===== src/rtl/cam_frame_capture.sv =====
// rtl/cam_frame_capture.sv - camera VSYNC/HREF byte stream to QVGA RGB565 frame buffer writer
//
// Ports:
//   clk         camera pixel clock, rising edge
//   reset_n     asynchronous active-low reset
//   cap_en      capture enable, sampled at frame start only
//   vsync       camera VSYNC, high = vertical blanking
//   href        camera HREF, high = valid byte on data
//   data        camera byte (first = RGB565[15:8], second = [7:0])
//   we          frame buffer write strobe, one cycle per pixel
//   wAddr       frame buffer write address (y*H_ACT+x)
//   wData       RGB565 pixel
//   frame_done  one-cycle pulse when a captured frame closes
//   overflow    sticky: frame exceeded H_ACT px/line or V_ACT lines
module cam_frame_capture #(
    parameter int H_ACT  = 320,
    parameter int V_ACT  = 240,
    parameter int ADDR_W = 17
) (
    input  logic              clk,
    input  logic              reset_n,
    input  logic              cap_en,
    input  logic              vsync,
    input  logic              href,
    input  logic [7:0]        data,
    output logic              we,
    output logic [ADDR_W-1:0] wAddr,
    output logic [15:0]       wData,
    output logic              frame_done,
    output logic              overflow
);

    localparam logic [9:0]        L_H  = 10'(H_ACT);
    localparam logic [9:0]        L_V  = 10'(V_ACT);
    localparam logic [ADDR_W-1:0] L_HA = ADDR_W'(H_ACT);

    typedef enum logic {S_IDLE, S_CAPTURE} state_t;

    state_t            r_state;
    state_t            w_state_next;
    logic              r_vsync_d;
    logic              r_href_d;
    logic              r_armed;
    logic              r_phase;
    logic [7:0]        r_hi_byte;
    logic [9:0]        r_x;
    logic [9:0]        r_y;
    logic [ADDR_W-1:0] r_addr;
    logic [ADDR_W-1:0] r_row_base;
    logic              r_we;
    logic [ADDR_W-1:0] r_waddr;
    logic [15:0]       r_wdata;
    logic              r_frame_done;
    logic              r_overflow;

    logic w_vs_fall;
    logic w_vs_rise;
    logic w_hr_fall;
    logic w_start;
    logic w_done;

    assign w_vs_fall = r_vsync_d & ~vsync;
    assign w_vs_rise = ~r_vsync_d & vsync;
    assign w_hr_fall = r_href_d & ~href;

    always_comb begin
        w_state_next = r_state;
        w_start      = 1'b0;
        w_done       = 1'b0;
        case (r_state)
            S_IDLE: begin
                // r_armed blocks the false falling edge that the reset value of
                // r_vsync_d would create when reset releases mid-frame, so a
                // partial frame is never picked up.
                if (w_vs_fall && cap_en && r_armed) begin
                    w_state_next = S_CAPTURE;
                    w_start      = 1'b1;
                end
            end
            S_CAPTURE: begin
                if (w_vs_rise) begin
                    w_state_next = S_IDLE;
                    w_done       = 1'b1;
                end
            end
            default: w_state_next = S_IDLE;
        endcase
    end

    always_ff @(posedge clk or negedge reset_n) begin
        if (!reset_n) begin
            r_state      <= S_IDLE;
            r_vsync_d    <= 1'b1;
            r_href_d     <= 1'b0;
            r_armed      <= 1'b0;
            r_phase      <= 1'b0;
            r_hi_byte    <= '0;
            r_x          <= '0;
            r_y          <= '0;
            r_addr       <= '0;
            r_row_base   <= '0;
            r_we         <= 1'b0;
            r_waddr      <= '0;
            r_wdata      <= '0;
            r_frame_done <= 1'b0;
            r_overflow   <= 1'b0;
        end else begin
            r_state      <= w_state_next;
            r_vsync_d    <= vsync;
            r_href_d     <= href;
            r_we         <= 1'b0;
            r_frame_done <= w_done;
            if (vsync) begin
                r_armed <= 1'b1;
            end
            if (w_start) begin
                r_phase    <= 1'b0;
                r_x        <= '0;
                r_y        <= '0;
                r_addr     <= '0;
                r_row_base <= '0;
                r_overflow <= 1'b0;
            end else if (r_state == S_CAPTURE) begin
                if (href) begin
                    if (!r_phase) begin
                        r_hi_byte <= data;
                        r_phase   <= 1'b1;
                    end else begin
                        r_phase <= 1'b0;
                        if (r_x < L_H && r_y < L_V) begin
                            r_we    <= 1'b1;
                            r_wdata <= {r_hi_byte, data};
                            r_waddr <= r_addr;
                            r_addr  <= r_addr + 1'b1;
                            r_x     <= r_x + 1'b1;
                        end else begin
                            r_overflow <= 1'b1;
                            if (r_x < L_H) begin
                                r_x <= r_x + 1'b1;
                            end
                        end
                    end
                end else if (w_hr_fall) begin
                    // Realign to the next row base so a short line does not
                    // shift every following line.
                    r_phase <= 1'b0;
                    r_x     <= '0;
                    if (r_y < L_V) begin
                        r_y        <= r_y + 1'b1;
                        r_row_base <= r_row_base + L_HA;
                        r_addr     <= r_row_base + L_HA;
                    end
                end
            end
        end
    end

    assign we         = r_we;
    assign wAddr      = r_waddr;
    assign wData      = r_wdata;
    assign frame_done = r_frame_done;
    assign overflow   = r_overflow;

endmodule


===== config.mk =====
export PLATFORM = sky130hd
export DESIGN_NAME = cam_frame_capture
export DESIGN_NICKNAME = d
export VERILOG_FILES = /design/src/rtl/cam_frame_capture.sv
export SDC_FILE = /design/constraint.sdc
export NUM_CORES = 1
export LEC_CHECK = 0
export ABC_AREA = 1
export CAP_MARGIN = 20
export CORE_AREA = 5 5 109 111
export DETAILED_ROUTE_END_ITERATION = 10
export DIE_AREA = 0 0 114 116
export PLACE_DENSITY_LB_ADDON = 0.05
export SYNTH_ARGS = -nofsm -noshare
export SYNTH_HDL_FRONTEND = slang
export SYNTH_SLANG_ARGS = --single-unit

===== constraint.sdc =====
create_clock -name clk -period 2.5 [get_ports clk]
set_clock_uncertainty 0.05 [all_clocks]
set_input_delay 0.5 -clock clk [delete_from_list [all_inputs] [get_ports clk]]
set_output_delay 0.5 -clock clk [all_outputs]
set_load 0.005 [all_outputs]

==> reports/results.ini <==
[status]
status = completed

[grt]
grt_pass1_vias = 3759
use_met1 = 0.240
grt_pass1_wl_um = 18100
grt-ovfl-total = 0
use_met2 = 0.263
grt_max_degree = 56
grt_antenna_before_repair = 0
grt_util_all_layers = 0.169
global_route.usage.met3 = 0.0251
grt-busiest-layer = met2

[critical_path]
cp_num_buf_inv = 1
crit_path_max_fanout = 15
path_delay_family = simple AND/OR/NAND/NOR gates
crit_start = vsync
cpMostUsedCell = nand2_2
rr_endpoint = r_addr[0]
cp-start-kind = primary input
ff2ff_path_depth = 7
criticalPathCategory = in2reg
critical_path_arrival_ps = 2110
rrSetupSlack_ps = 640
cpMaxStageDelayCell = clkdlybuf4s50_1
crit_chain = clkdlybuf4s50_1 > nor2_1 > nand2_2 > nand2_1 > nand2_2 > a21oi_2 > o21ai_0
r2r_start = r_vsync_d
crit_path_max_incr_delay_ps = 460
endpoint = r_addr[0]
cp.depth = 7
cp_data_required_time_ps = 2690
cp-end-kind = flip-flop

[flow_run]
drv_cap = 0

[placed_design]
hpwl_um = 7430
io_buffers = 48
dp.cells = 775
gp_congestion = 0.868

[clocking]
clk_pin_slew_ps = 90
cts_sinks = 97
hold_buffers = 0
cts_tree = built
cts_max_level = 3
cts_resized = 0
root_buffer = clkbuf_8
post_cts_buffers = 0
clock_latency_ps = 360
cts_buffers = 9
clockBufferDepth = 2

[power]
max-vdd-ir-drop_v = 0.000388
power.switching_mw = 1.68
power_switching_share = 0.331
combPwrFrac = 0.302
powerDensity_nw_per_um2 = 916
p_leak_nw = 2.61
seq_power_share = 0.483
pwr-share-clk = 0.215
p_int_mw = 3.41

[drt]
drt-initial-drc-count = 317
drt-total-wl_um = 10500
ant_nets = 0
dr.pass1.iters = 4
drc = 0
vias = 3855
wl_per_cell_um = 13.3
viasPerCell = 4.87

[yosys]
synthCells = 594
synth-seq-cells = 97
ys.flop_type = dfrtp_1
avgSynthCellArea_sq_um = 7.95
yosysMostFrequentCell = nand2_1
synth_edf_count = 0
synthArstFlopShare = 1.00
synth_seq_area_share = 0.514
syn_nets = 611
synthesis.area_sq_um = 4720
synth_cell_types = 32
yosysTopAreaCell = dfrtp_1
yosys-top-cells-area = dfrtp_1, nand2_1, nand3_1, inv_1, o21ai_0
synth_top_area_frac = 0.509
synth_common_cells = nand2_1, dfrtp_1, inv_1, nand3_1, nor2_1
yosys_warnings = 0

[cells_and_area]
nets = 663
drive_above_1_share = 0.0661
area_growth_pct = 17.6
antenna_cells = 0
fin_cells = 791
nFillCells = 1045

[sta]
fmax_mhz = 522
maxSlewViolCount = 0
finalSetupTns_ps = 0
worst_pin_slew_ps = 536
setup_violations = 0
rsz0062_at_grt = no
hold_viol_final = 0
post-route-min-period_ps = 1920
fin_crit_sh = 0.767
slew_headroom = 0.643

[worst_hold_path]
min_path_type = in2async

[floorplanning]
core_area_sq_um = 10700
rows = 38
die_area_sq_um = 13200
initial_core_util = 0.442
die_y_um = 116
die_w_um = 114
ios = 49

==> how the worst min path moves through the flow <==
| stage | from | end | slack, ps | cells after the start |
|---|---|---|---|---|
| floorplan | reset_n | frame_done | 150 | 0 |
| global placement | r_armed | r_armed | 390 | 2 |
| detailed placement | r_armed | r_armed | 390 | 2 |
| CTS | reset_n | r_hi_byte[4] | 60 | 1 |
| global route | reset_n | wData[4] | 80 | 1 |
| finish | reset_n | wData[4] | 50 | 1 |
==> cell usage in the layout (no fill, tap or decap), drive strengths merged <==
| cell type | netlist | routed |
|---|---|---|
| dfrtp | 96 | 96 |
| bufinv | 0 | 1 |
| o21a | 3 | 3 |
| o21bai | 1 | 1 |
| or2 | 1 | 1 |
| buf | 13 | 10 |
| mux2i | 1 | 1 |
| nand4 | 9 | 9 |
| a21oi | 4 | 4 |
| o21ai | 60 | 60 |
| nand2 | 214 | 214 |
| clkinv | 0 | 1 |
| clkinvlp | 0 | 2 |
| a31oi | 2 | 2 |
| nor3 | 8 | 8 |
| clkdlybuf4s50 | 0 | 47 |
| ha | 4 | 4 |
| nand3 | 48 | 48 |
| inv | 63 | 63 |
| nor4 | 1 | 1 |
| nor2 | 44 | 44 |
| xnor2 | 1 | 1 |
| xor2 | 11 | 11 |
| o22ai | 3 | 3 |
| o31ai | 3 | 3 |
| dfstp | 1 | 1 |
| clkbuf | 3 | 12 |
==> worst reg2reg max path, cell delays in order (launching register included) <==
cell and delay [ps]:
dfstp_2 550, nand2_1 50, nor2_1 100, nand2_2 180, nand2_1 190, nand2_2 200, a21oi_2 300, o21ai_0 120
==> metal layers <==
| layer | wire (um) | share of wire |
|---|---|---|
| met1 | 5220 | 0.50 |
| met2 | 4650 | 0.44 |
| met3 | 444 | 0.042 |
| met4 | 192 | 0.018 |
| met5 | 0 | 0 |
==> cell families (layout without fill, tap and decap cells) <==
logic type,Yosys count,in the layout,share of synthesized area
AO/OA/AOI/OAI,76,76,0.0903
XOR/XNOR,12,12,0.0223
adder cells (fa/ha/maj),4,4,0.0106
buffers and inverters,79,136,0.0747
flip-flops,97,97,0.514
multiplexers,1,1,0.00212
AND/OR/NAND/NOR,325,325,0.286
==> sequential cells by signal, summed over array words and instances (netlist names) <==
name        count
overflow        1
r_hi_byte       8
r_row_base     11
r_href_d        1
r_x            10
r_phase         1
wData          16
r_addr         17
r_armed         1
frame_done      1
r_vsync_d       1
wAddr          17
r_state         1
we              1
r_y            10
==> cell type report <==
class,count,area (sq um),share of cell area
Clock buffer,12,165,0.0297
Clock inverter,4,50.0,0.00901
Inverter,63,236,0.0426
Multi-Input combinational cell,418,1940,0.350
Sequential cell,97,2430,0.437
Tap cell,140,175,0.0315
Timing Repair Buffer,57,558,0.100
==> power groups by stage <==
stage	clock network [mW]	registers, mW	logic, mW
CTS	1.13	2.46	1.57
global placement	0	2.48	1.52
detailed placement	0	2.49	1.56
global route	1.19	2.53	1.75
floorplan	0	2.43	0.809
finish	1.09	2.46	1.54
==> per-stage QoR <==
step / setup slack (ps) / instance area [sq um] / power (mW) / hold WS [ps] / util
6_report: 583 / 5560 / 5.09 / 54.8 / 0.519
5_1_grt: 422 / 5560 / 5.48 / 79.4 / 0.519
4_1_cts: 581 / 5560 / 5.15 / 58.0 / 0.519
3_5_place_dp: 187 / 5340 / 4.05 / 392 / 0.499
3_3_place_gp: 262 / 5340 / 4.00 / 393 / 0.499
2_1_floorplan: 1010 / 4720 / 3.24 / 154 / -
No activity file was read; power rests on OpenSTA's default activity.
